`src/rtl/uart_tx_reg_file.sv`:
```
// Host-facing register file for the UART transmitter: control and TX data registers,
// a sampled status register, registered read-back and a one-cycle transmit start strobe.
module uart_tx_reg_file (
    input  logic       clk,
    input  logic       rst,
    input  logic       wr_en,
    input  logic       rd_en,
    input  logic       wr_addr,
    input  logic       rd_addr,
    input  logic [7:0] wr_data,
    output logic [7:0] rd_data,
    input  logic       busy,
    input  logic       uart_tx_done,
    output logic [7:0] tx_p_data,
    output logic       uart_tx_data_valid
);

    localparam int unsigned DATA_W   = 8;
    localparam int unsigned STATUS_W = 2;
    localparam logic        ADDR_CONTROL = 1'b0;
    localparam logic        ADDR_TX_DATA = 1'b1;

    logic [DATA_W-1:0] ctrl_q,    ctrl_d;
    logic [DATA_W-1:0] tx_data_q, tx_data_d;
    logic [DATA_W-1:0] status_q,  status_d;
    logic [DATA_W-1:0] rd_data_q, rd_data_d;
    logic              valid_q,   valid_d;

    // Next-state: writes win over reads; status samples every cycle.
    always_comb begin
        ctrl_d    = ctrl_q;
        tx_data_d = tx_data_q;
        rd_data_d = rd_data_q;
        valid_d   = 1'b0;
        status_d  = {(DATA_W-STATUS_W)'(0), uart_tx_done, busy};

        if (wr_en) begin
            if (wr_addr == ADDR_CONTROL) begin
                ctrl_d  = wr_data;
                valid_d = wr_data[0];
            end else if (wr_addr == ADDR_TX_DATA) begin
                tx_data_d = wr_data;
            end
        end else if (rd_en) begin
            rd_data_d = rd_addr ? status_q : ctrl_q;
        end
    end

    // State registers; reset drops any pending start strobe.
    always_ff @(posedge clk or negedge rst) begin
        if (!rst) begin
            ctrl_q    <= '0;
            tx_data_q <= '0;
            status_q  <= '0;
            rd_data_q <= '0;
            valid_q   <= 1'b0;
        end else begin
            ctrl_q    <= ctrl_d;
            tx_data_q <= tx_data_d;
            status_q  <= status_d;
            rd_data_q <= rd_data_d;
            valid_q   <= valid_d;
        end
    end

    assign rd_data            = rd_data_q;
    assign tx_p_data          = tx_data_q;
    assign uart_tx_data_valid = valid_q;

endmodule

```
`config.mk`:
```
export PLATFORM = sky130hd
export DESIGN_NAME = uart_tx_reg_file
export DESIGN_NICKNAME = d
export VERILOG_FILES = /design/src/rtl/uart_tx_reg_file.sv
export SDC_FILE = /design/constraint.sdc
export NUM_CORES = 1
export LEC_CHECK = 0
export BUFFER_PORTS_ARGS = -buffer_cell sky130_fd_sc_hd__buf_2
export CELL_PAD_IN_SITES_DETAIL_PLACEMENT = 1
export CELL_PAD_IN_SITES_GLOBAL_PLACEMENT = 2
export CORE_MARGIN = 1.5
export CORE_UTILIZATION = 35
export CTS_CLUSTER_DIAMETER = 50
export DETAILED_ROUTE_END_ITERATION = 12
export PLACE_DENSITY_LB_ADDON = 0.1
export SYNTH_ARGS = -nofsm -noshare
export SYNTH_HDL_FRONTEND = slang
export SYNTH_SLANG_ARGS = --single-unit
```
`constraint.sdc`:
```
create_clock -name clk -period 2.9 [get_ports clk]
set_input_delay 0.145 -clock clk [delete_from_list [all_inputs] [get_ports clk]]
set_output_delay 0.145 -clock clk [all_outputs]
set_load 0.02 [all_outputs]
```
# After elaboration in Yosys (flattened, before gate mapping)

Index checks and enable logic that the tools add are counted.
W data, S select, Z words.

Flip-flop bits (word level): 27
Input bits: 16
Logic and storage cells: 13

Multiplexer cells: 3
Bitwise logic cells: 2
Reductions and logical operators: 3

Operators by type and width:

| kind              | number |
|---|---|
| $mux W8           | 1 |
| $reduce_and A2 Y1 | 3 |
| $mux W1           | 2 |
| $not A1 Y1        | 2 |

# Longest topological paths before layout

Gate-level depths: netlist (run 1).

Depth after elaboration: 2
Mapped depth: 3

# Worst setup path after synthesis (run 1)

No wires, ideal clock.

Path kind: register -> register
From: register ctrl_q[1]
To: register rd_data_q[1] (netlist: rd_data[1])
Arrival: 859 ps
Slack: 1,916 ps
Stages on the path, launching flop included: 3
Period minus slack after synthesis: 984 ps
Cell sequence: dfrtp_1 mux2_1 mux2_4

Longest elaborated chain between the ends: 1

RTL lines:

| item                   | line | text |
|---|---|---|
| start, declared        | 23   | `logic [DATA_W-1:0] ctrl_q, ctrl_d;` |
| start signal, assigned | 58   | `ctrl_q <= ctrl_d;` |
| $mux W8                | 45   | `rd_data_d = rd_addr ? status_q : ctrl_q;` |
| end signal, assigned   | 61   | `rd_data_q <= rd_data_d;` |
| end, declared          | 26   | `logic [DATA_W-1:0] rd_data_q, rd_data_d;` |

Every way passes these cells.
A chain may end at the register's enable or synchronous reset.

# Worst setup path in the final report (run 1)

From: input wr_en
To: register ctrl_q[1]

Longest elaborated chain between the ends: 1

RTL lines:

| item                        | line | text |
|---|---|---|
| start, declared             | 6    | `input logic wr_en,` |
| $reduce_and A2 Y1 (no line) | --   |  |

Every way passes these cells.

==> results of run 1 <==
-- layout by cell type, fill, tap and decap left out --
cell,n
buf_2,32
dfrtp_1,27
mux2_2,23
and2b_1,6
clkbuf_4,3
dlygate4sd3_1,3
nor2b_1,2
mux2_1,2
and2_1,1
nand2_1,1
mux2_4,1
clkinv_2,1
-- what timing repair did --
| action | CTS | global route |
|---|---|---|
| hold endpoints to repair | 29 | 0 |
| setup buffers | 0 | 0 |
| hold buffers | 3 | 0 |
-- worst max path at each step --
stage | start | to | slack, ns
floorplan | ctrl_q[1]$_DFFE_PN0P_ | rd_data[1]$_DFFE_PN0P_ | 1.92
finish | wr_en | ctrl_q[1]$_DFFE_PN0P_ | 1.77
CTS | wr_en | ctrl_q[1]$_DFFE_PN0P_ | 1.77
global placement | wr_en | ctrl_q[3]$_DFFE_PN0P_ | 1.38
detailed placement | wr_en | ctrl_q[6]$_DFFE_PN0P_ | 1.41
global route | wr_en | ctrl_q[1]$_DFFE_PN0P_ | 1.69
-- synth_stat cells (all sizes together) --
cell | number | area, um2
dfrtp | 27 | 676
mux2 | 26 | 297
and2b | 6 | 45.0
buf | 2 | 12.5
nor2b | 2 | 12.5
and2 | 1 | 6.26
nand2 | 1 | 3.75
-- through the flow --
| step | cells | instance area [um2] | utilization [%] | hold slack, ns |
|---|---|---|---|---|
| final | 133 | 1300 | 46.2 | 0.0482 |
| after global routing | 133 | 1300 | 46.2 | 0.0341 |
| after CTS | 133 | 1300 | 46.2 | 0.0336 |
| after detailed placement | 126 | 1240 | 44.2 | 0.192 |
| after global placement | 126 | 1240 | 44.2 | 0.185 |
| after floorplan | 65 | 1050 | - | -0.151 |
-- sequential cells by signal, summed over array words and instances, names as in the netlist --
register            flops
uart_tx_data_valid      1
rd_data                 8
ctrl_q                  8
status_q                2
tx_p_data               8
-- report_power, final --
group	switching, mW	total, mW	internal (mW)	leakage [nW]
logic	0.0960	0.183	0.0873	0.298
clock network	0.109	0.161	0.0517	0.0177
registers	0.0247	0.455	0.431	0.326
-- cell type report --
class	instances	area share (%)
multi-input cells	36	28.1
clock inverters	1	0.386
repair buffers	35	14.7
flip-flops and latches	27	52.1
clock buffers	3	1.74
well taps	31	2.99
-- worst max-delay path: stages --
cell and delay (ns):
buf_2 0.09, nor2b_1 0.70, mux2_2 0.41
-- metal layers --
| metal | vias up | global-route usage, % |
|---|---|---|
| li1 | 297 | - |
| met1 | 330 | 17.4 |
| met2 | 19 | 21.3 |
| met3 | 4 | 2.68 |
| met4 | 0 | 5.98 |
| met5 | - | 0 |
-- kinds of logic after synthesis --
group                  synth area share, %
buffers and inverters                 1.19
flip-flops                            64.2
multiplexers                          28.2
AND/OR/NAND/NOR                       6.42
==> flow_metrics.py, run 1 <==
metrics = {
    "final_layout": {
        "num-nets-final": 119,
        "n_antenna_cell": 0,
        "area_growth_pct": 23.2,
        "drive_gt1_share_pct": 58.8,
        "seqCellArea_um2": 676,
        "fillCellCount": 304,
        "multiInputGateArea_um2": 364,
    },
    "synthesis": {
        "syn_area_um2": 1050,
        "synth.distinct_cells": 10,
        "netlist_instances": 65,
        "synth_area_per_cell_um2": 16.2,
        "synth-seq-area-share_pct": 64.2,
        "synth-warning-count": 0,
        "synthesis.nets": 81,
        "ys_seq_elements": 27,
    },
    "timing": {
        "fin_tns_setup_ns": 0,
        "worst_slack_ns": 1.77,
        "drv_slew": 0,
        "hold_viol": 0,
        "worst_pin_slew_ns": 0.877,
        "fin_crit_ns": 1.13,
        "fin_worst_skew_ns": 0.0140,
        "finalSetupViolations": 0,
        "fmax_ghz": 0.882,
        "relSlewSlack_pct": 41.4,
        "rsz0062_at_grt": "false",
        "fin_crit_sh_pct": 39.1,
    },
    "setup_path": {
        "r2r_slack_ns": 1.87,
        "r2r_end": "rd_data[0]$_DFFE_PN0P_",
        "cp_data_required_time_ns": 3.12,
        "cp_max_fo": 9,
        "crit_path_end_kind": "register",
        "startpoint_type": "primary input",
        "rr_worst_depth": 2,
        "critical_path_class": "in2reg",
        "r2r-start": "ctrl_q[0]$_DFFE_PN0P_",
        "arrival_ns": 1.35,
    },
    "detailed_routing": {
        "drtPass1Iterations": 7,
        "wl_um": 1920,
        "wl_per_cell_um": 14.4,
        "drt-met1-wl_um": 820,
        "drt-initial-drc-count": 7,
        "route.met3.wl_um": 113,
        "routed_via_density": 4.89,
        "postRouteAntennaNets": 0,
        "route.met2.wl_um": 956,
        "route.detailed.drc": 2,
        "topRoutingLayerUsed": "met4",
        "vias": 650,
    },
    "clock_tree": {
        "cts-root-buf": "clkbuf_4",
        "clkSinkCount": 27,
        "clk_latency_ns": 0.33,
        "htreeDepth": 1,
        "cts-resized-gates": 0,
        "clk_pin_slew_ns": 0.15,
        "cts_buffers": 3,
        "tritoncts": "done",
        "cts_buffer_depth": 2,
    },
    "worst_hold_path": {
        "holdPathEnd": "tx_p_data[5]$_DFFE_PN0P_",
        "hold_start": "wr_data[5]",
        "hold_class": "in2reg",
        "min_path_cells": 2,
    },
    "placement": {
        "place_hpwl_um": 1380,
        "port_buffers": 32,
        "place_ws_ns": 1.41,
        "gp_congestion": 0.693,
    },
    "die": {
        "dieArea_um2": 3340,
        "start_util_pct": 37.5,
        "num_rows": 19,
        "die_x_um": 57.8,
        "io_pins": 33,
        "die_h_um": 57.8,
        "core_area_um2": 2810,
    },
    "run": {
        "max-cap-violations": 0,
    },
    "status": {
        "outcome": "complete, but fails checks",
        "violations": "DRC",
    },
    "power_and_ir_drop": {
        "finalPower_mw": 0.800,
        "p_per_area_nw_per_um2": 617,
        "p_leak_nw": 0.641,
        "peakVddDrop_uv": 233,
    },
    "grt": {
        "gr-total-overflow": 0,
        "grt_pass1_wl_um": 3320,
        "gr-usage-all-layers_pct": 13.3,
        "antenna_found_initial": 0,
        "grt_pass1_vias": 700,
        "grt_max_degree": 28,
    },
}
(Power assumes the default switching activity.)
==> run 2: changes to the inputs <==
- CORE_UTILIZATION: 35 -> 33
- clock period: 2.9 -> 1.2 ns (I/O delays scaled with it)
==> run 2 against run 1 <==
Compared with the run above:
- the flow now finishes without violations
- sequential cell count unchanged
- die area increased by 5.8%
- first-iteration DRC count up 140%
- critical path type is now reg2reg
- critical endpoint is now rd_data[0]$_DFFE_PN0P_
- largest power group unchanged
- highest routed layer unchanged
==> flow_metrics.py, run 2 (same netlist as run 1, synthesis figures left out) <==
metrics = {
    "final_layout": {
        "final_common_cell": "buf_2",
        "num-nets-final": 130,
        "n_antenna_cell": 0,
        "drive_gt1_share_pct": 54.9,
        "final_cell_mix": "buf_2 (32), dfrtp_1 (27), mux2_2 (23)",
        "area_growth_pct": 34.4,
        "fillCellCount": 326,
    },
    "placement": {
        "place_hpwl_um": 1390,
        "port_buffers": 32,
        "gp_congestion": 0.645,
    },
    "grt": {
        "grt_pass1_wl_um": 3460,
        "antenna_found_initial": 0,
        "grt_pass1_vias": 711,
        "gr-total-overflow": 0,
        "gr-usage-all-layers_pct": 14.1,
        "grt_max_degree": 28,
    },
    "die": {
        "io_pins": 33,
        "die_h_um": 59.5,
        "start_util_pct": 34.5,
        "num_rows": 20,
        "die_x_um": 59.5,
        "core_area_um2": 3050,
        "dieArea_um2": 3540,
    },
    "clock_tree": {
        "cts_buffers": 3,
        "cts_buffer_depth": 2,
        "clkSinkCount": 27,
        "htreeDepth": 1,
        "cts-resized-gates": 0,
        "clk_latency_ns": 0.31,
        "clk_pin_slew_ns": 0.14,
        "cts-root-buf": "clkbuf_4",
        "cts_setup_buffers": 0,
        "tritoncts": "done",
        "ctsHoldBuffers": 11,
    },
    "run": {
        "max-cap-violations": 0,
    },
    "power_and_ir_drop": {
        "pwr-share-comb_pct": 24.3,
        "p_sw_share_pct": 27.8,
        "finalPower_mw": 1.95,
        "switchingPower_mw": 0.541,
        "clkPwrFrac_pct": 19.3,
        "p_per_area_nw_per_um2": 1380,
        "seqPwrFrac_pct": 56.5,
        "peakVddDrop_uv": 545,
        "p_leak_nw": 0.687,
        "internal-power_mw": 1.40,
    },
    "setup_path": {
        "path_cells": "mux2_1, mux2_2",
        "path_buf_inv": 0,
        "path_delay_family": "multiplexers",
        "slowest_delay_ns": 0.40,
        "cp_data_required_time_ns": 1.41,
        "arrival_ns": 1.24,
        "critical_path_class": "reg2reg",
        "startpoint_type": "register",
        "cp_max_fo": 2,
        "crit_slowest_cell": "dfrtp_1",
        "crit_path_end_kind": "register",
    },
    "detailed_routing": {
        "wl_per_cell_um": 13.4,
        "wl_um": 2100,
        "vias": 700,
        "drtPass1Iterations": 2,
        "routed_via_density": 4.46,
        "route.detailed.drc": 0,
        "postRouteAntennaNets": 0,
        "drt-initial-drc-count": 17,
    },
    "status": {
        "outcome": "complete, no violations",
    },
    "timing": {
        "worst_pin_slew_ns": 0.623,
        "fmax_ghz": 0.967,
        "fin_crit_ns": 1.03,
        "fin_crit_sh_pct": 86.1,
        "hold_viol": 0,
        "drv_slew": 0,
        "fin_worst_skew_ns": 0.00528,
        "rsz0062_at_grt": "false",
        "fin_tns_setup_ns": 0,
        "relSlewSlack_pct": 58.4,
        "finalSetupViolations": 0,
    },
    "worst_hold_path": {
        "hold_class": "in2reg",
    },
}
==> run 2: cell types whose count changed in the layout (fill, tap and decap cells not counted), sizes merged <==
cell         previous run  this run
buf                    32        35
clkbuf                  3         4
clkinv                  1         0
dlygate4sd3             3        11
==> run 2: final timing paths <==
kind                                       start                        to  slack, ns  cells past startpoint
min in group asynchronous                    rst  tx_p_data[1]$_DFFE_PN0P_       0.27                      2
hold reg to reg            ctrl_q[7]$_DFFE_PN0P_     ctrl_q[7]$_DFFE_PN0P_       0.52                      1
max in group asynchronous                    rst  tx_p_data[5]$_DFFE_PN0P_       0.51                      2
hold / removal                           rd_addr    rd_data[1]$_DFFE_PN0P_       0.23                      3
setup reg to reg           ctrl_q[0]$_DFFE_PN0P_    rd_data[0]$_DFFE_PN0P_       0.17                      2
setup / recovery           ctrl_q[0]$_DFFE_PN0P_    rd_data[0]$_DFFE_PN0P_       0.17                      2
==> run 2: worst reg2reg max path: cells and delay by family, from the launching register on <==
| kind | cells | cell delay, ns |
|---|---|---|
| muxes | 2 | 0.54 |
| DFF | 1 | 0.40 |
==> run 2: layer usage <==
metal | up-vias | share of wire [%] | global-route usage, %
li1 | 320 | - | -
met1 | 360 | 45 | 16.7
met2 | 18 | 49 | 23.4
met3 | 2 | 4.9 | 3.93
met4 | 0 | 0.90 | 6.82
met5 | - | 0 | 0
==> run 2: final cells by class <==
type,instances,area (um2),share of cell area (%)
clock buffer,4,26.3,1.86
multi-input combinational,36,364,25.8
sequential,27,676,47.8
tap,44,55.1,3.89
timing repair buffer,46,293,20.7
==> run 2: per-stage QoR <==
step	setup slack, ns	cell area, um2	hold WS [ns]	cells	utilization (%)
after detailed placement	0.178	1280	0.117	142	41.8
after global routing	0.142	1410	0.223	157	46.3
after CTS	0.159	1410	0.212	157	46.3
after global placement	0.208	1280	0.110	142	41.8
final	0.166	1410	0.226	157	46.3
after floorplan	0.216	1050	-0.236	65	-
==> run 2: power by group through the flow <==
stage,logic (mW),registers (mW),clock network [mW]
finish,0.472,1.10,0.375
global route,0.515,1.12,0.451
CTS,0.483,1.10,0.413
detailed placement,0.455,1.12,0
global placement,0.446,1.11,0
floorplan,0.166,1.23,0
==> run 3: changes to the inputs <==
- CAP_MARGIN: default -> 10
- CORE_ASPECT_RATIO: default -> 0.5
- CORE_UTILIZATION: 33 -> 30
==> run 3 against run 2 <==
Compared with the run above:
- combinational power down 3%
- register-to-register slack about the same
- critical path depth unchanged
- die area up 10%
- worst hold slack worse by 0.19 ns
- sequential cell count unchanged
- worst setup slack better by 0.0032 ns
- wire length down 3.3%
- clock skew down 0.0039 ns
- clock power up 33%
- non-clock buffer count down 7
- cell count down 1.9%
- critical path type unchanged
- critical endpoint is now rd_data[1]$_DFFE_PN0P_
- largest cell class unchanged
==> flow_metrics.py, run 3 (same netlist as run 1, synthesis figures left out) <==
metrics = {
    "detailed_routing": {
        "wl_um": 2030,
        "wl_per_cell_um": 13.2,
        "routed_via_density": 4.25,
        "postRouteAntennaNets": 0,
        "vias": 655,
        "drt-initial-drc-count": 16,
        "route.detailed.drc": 0,
        "drtPass1Iterations": 2,
    },
    "run": {
        "max-cap-violations": 0,
    },
    "die": {
        "die_x_um": 86.8,
        "die_h_um": 44.9,
        "num_rows": 14,
        "io_pins": 33,
        "dieArea_um2": 3890,
        "start_util_pct": 33.2,
        "core_area_um2": 3170,
    },
    "setup_path": {
        "path_buf_inv": 0,
        "arrival_ns": 1.19,
        "rr_worst_depth": 2,
        "cp_max_fo": 2,
        "crit_path_end_kind": "register",
        "path_delay_family": "multiplexers",
        "crit_slowest_cell": "dfrtp_1",
        "critical_path_class": "reg2reg",
        "path_cells": "mux2_1, mux2_4",
        "slowest_delay_ns": 0.38,
        "cp_data_required_time_ns": 1.36,
        "r2r-start": "ctrl_q[1]$_DFFE_PN0P_",
        "r2r_slack_ns": 0.17,
        "r2r_end": "rd_data[1]$_DFFE_PN0P_",
        "startpoint_type": "register",
    },
    "grt": {
        "grt_max_degree": 28,
        "antenna_found_initial": 0,
        "gr-total-overflow": 0,
        "grt_pass1_wl_um": 3660,
        "grt_pass1_vias": 790,
        "gr-usage-all-layers_pct": 12.6,
    },
    "clock_tree": {
        "cts-resized-gates": 0,
        "cts-root-buf": "clkbuf_8",
        "htreeDepth": 1,
        "clk_pin_slew_ns": 0.09,
        "cts_buffers": 3,
        "clk_latency_ns": 0.26,
        "clkSinkCount": 27,
        "cts_buffer_depth": 2,
        "tritoncts": "done",
    },
    "placement": {
        "place_hpwl_um": 1540,
        "gp_congestion": 0.632,
        "place_ws_ns": 0.172,
        "placed_cells": 147,
        "port_buffers": 32,
    },
    "status": {
        "outcome": "complete, no violations",
    },
    "timing": {
        "rsz0062_at_grt": "false",
        "fin_tns_setup_ns": 0,
        "fin_crit_sh_pct": 85.9,
        "worst_pin_slew_ns": 0.583,
        "worst_slack_ns": 0.170,
        "hold_viol": 0,
        "fin_crit_ns": 1.03,
        "fmax_ghz": 0.970,
        "relSlewSlack_pct": 61.1,
        "finalSetupViolations": 0,
        "fin_worst_skew_ns": 0.00137,
        "drv_slew": 0,
    },
    "final_layout": {
        "final_common_cell": "buf_2",
        "final_util_pct": 43.1,
        "multiInputGateArea_um2": 364,
        "finalNonFillerCells": 154,
        "n_antenna_cell": 0,
        "area_growth_pct": 29.7,
        "drive_gt1_share_pct": 59.4,
        "num-nets-final": 123,
        "final_cell_mix": "buf_2 (32), dfrtp_1 (27), mux2_2 (23)",
        "fillCellCount": 338,
        "seqCellArea_um2": 676,
    },
    "worst_hold_path": {
        "hold_start": "wr_data[0]",
        "min_path_cells": 2,
        "holdPathEnd": "uart_tx_data_valid$_DFF_PN0_",
        "hold_class": "in2reg",
    },
    "power_and_ir_drop": {
        "finalPower_mw": 2.05,
        "peakVddDrop_uv": 602,
        "p_leak_nw": 0.665,
        "p_per_area_nw_per_um2": 1500,
    },
}
run 3: cell types whose count changed in the layout (fill, tap and decap cells not counted), sizes merged:
cell / previous run / this run
buf: 35 / 36
dlygate4sd3: 11 / 3
run 3: per-layer routing:
| layer | part of all wire [%] | global-route usage (%) | up-vias |
|---|---|---|---|
| met5 | 0 | 0 | - |
| li1 | - | - | 305 |
| met1 | 44 | 13.6 | 332 |
| met4 | 0 | 0 | 0 |
| met2 | 51 | 25.3 | 18 |
| met3 | 4.9 | 5.12 | 0 |
run 3: worst max-delay path by stage:
stage	slack, ns	endpoint	cells after the start	startpoint
2_1_floorplan	0.22	rd_data[1]$_DFFE_PN0P_	2	ctrl_q[1]$_DFFE_PN0P_
3_3_place_gp	0.21	rd_data[1]$_DFFE_PN0P_	2	ctrl_q[1]$_DFFE_PN0P_
3_5_place_dp	0.17	rd_data[1]$_DFFE_PN0P_	2	ctrl_q[1]$_DFFE_PN0P_
4_1_cts	0.16	rd_data[1]$_DFFE_PN0P_	2	status_q[1]$_DFF_PN0_
5_1_grt	0.13	rd_data[0]$_DFFE_PN0P_	2	ctrl_q[0]$_DFFE_PN0P_
6_report	0.17	rd_data[1]$_DFFE_PN0P_	2	ctrl_q[1]$_DFFE_PN0P_
run 3: final cells by class:
| cell class | instances | share of cell area [%] |
|---|---|---|
| repair buffers | 39 | 16.1 |
| multi-input cells | 36 | 26.7 |
| clock buffers | 4 | 3.30 |
| well taps | 48 | 4.40 |
| flip-flops and latches | 27 | 49.5 |
run 3: repair_timing:
action | CTS | global route
setup buffers | 0 | 0
hold endpoints to repair | 29 | 0
hold buffers | 3 | 0
run 3: power by group:
part	total [mW]	internal [mW]	switching (mW)
sequential	1.10	1.04	0.0585
clock	0.497	0.237	0.260
combinational	0.458	0.220	0.238
run 3: through the flow:
stage / area, um2 / hold WS [ns]
after floorplan: 1050 / -0.236
after global placement: 1290 / 0.0784
after detailed placement: 1290 / 0.105
after CTS: 1370 / 0.0281
after global routing: 1370 / 0.0230
final: 1370 / 0.0359
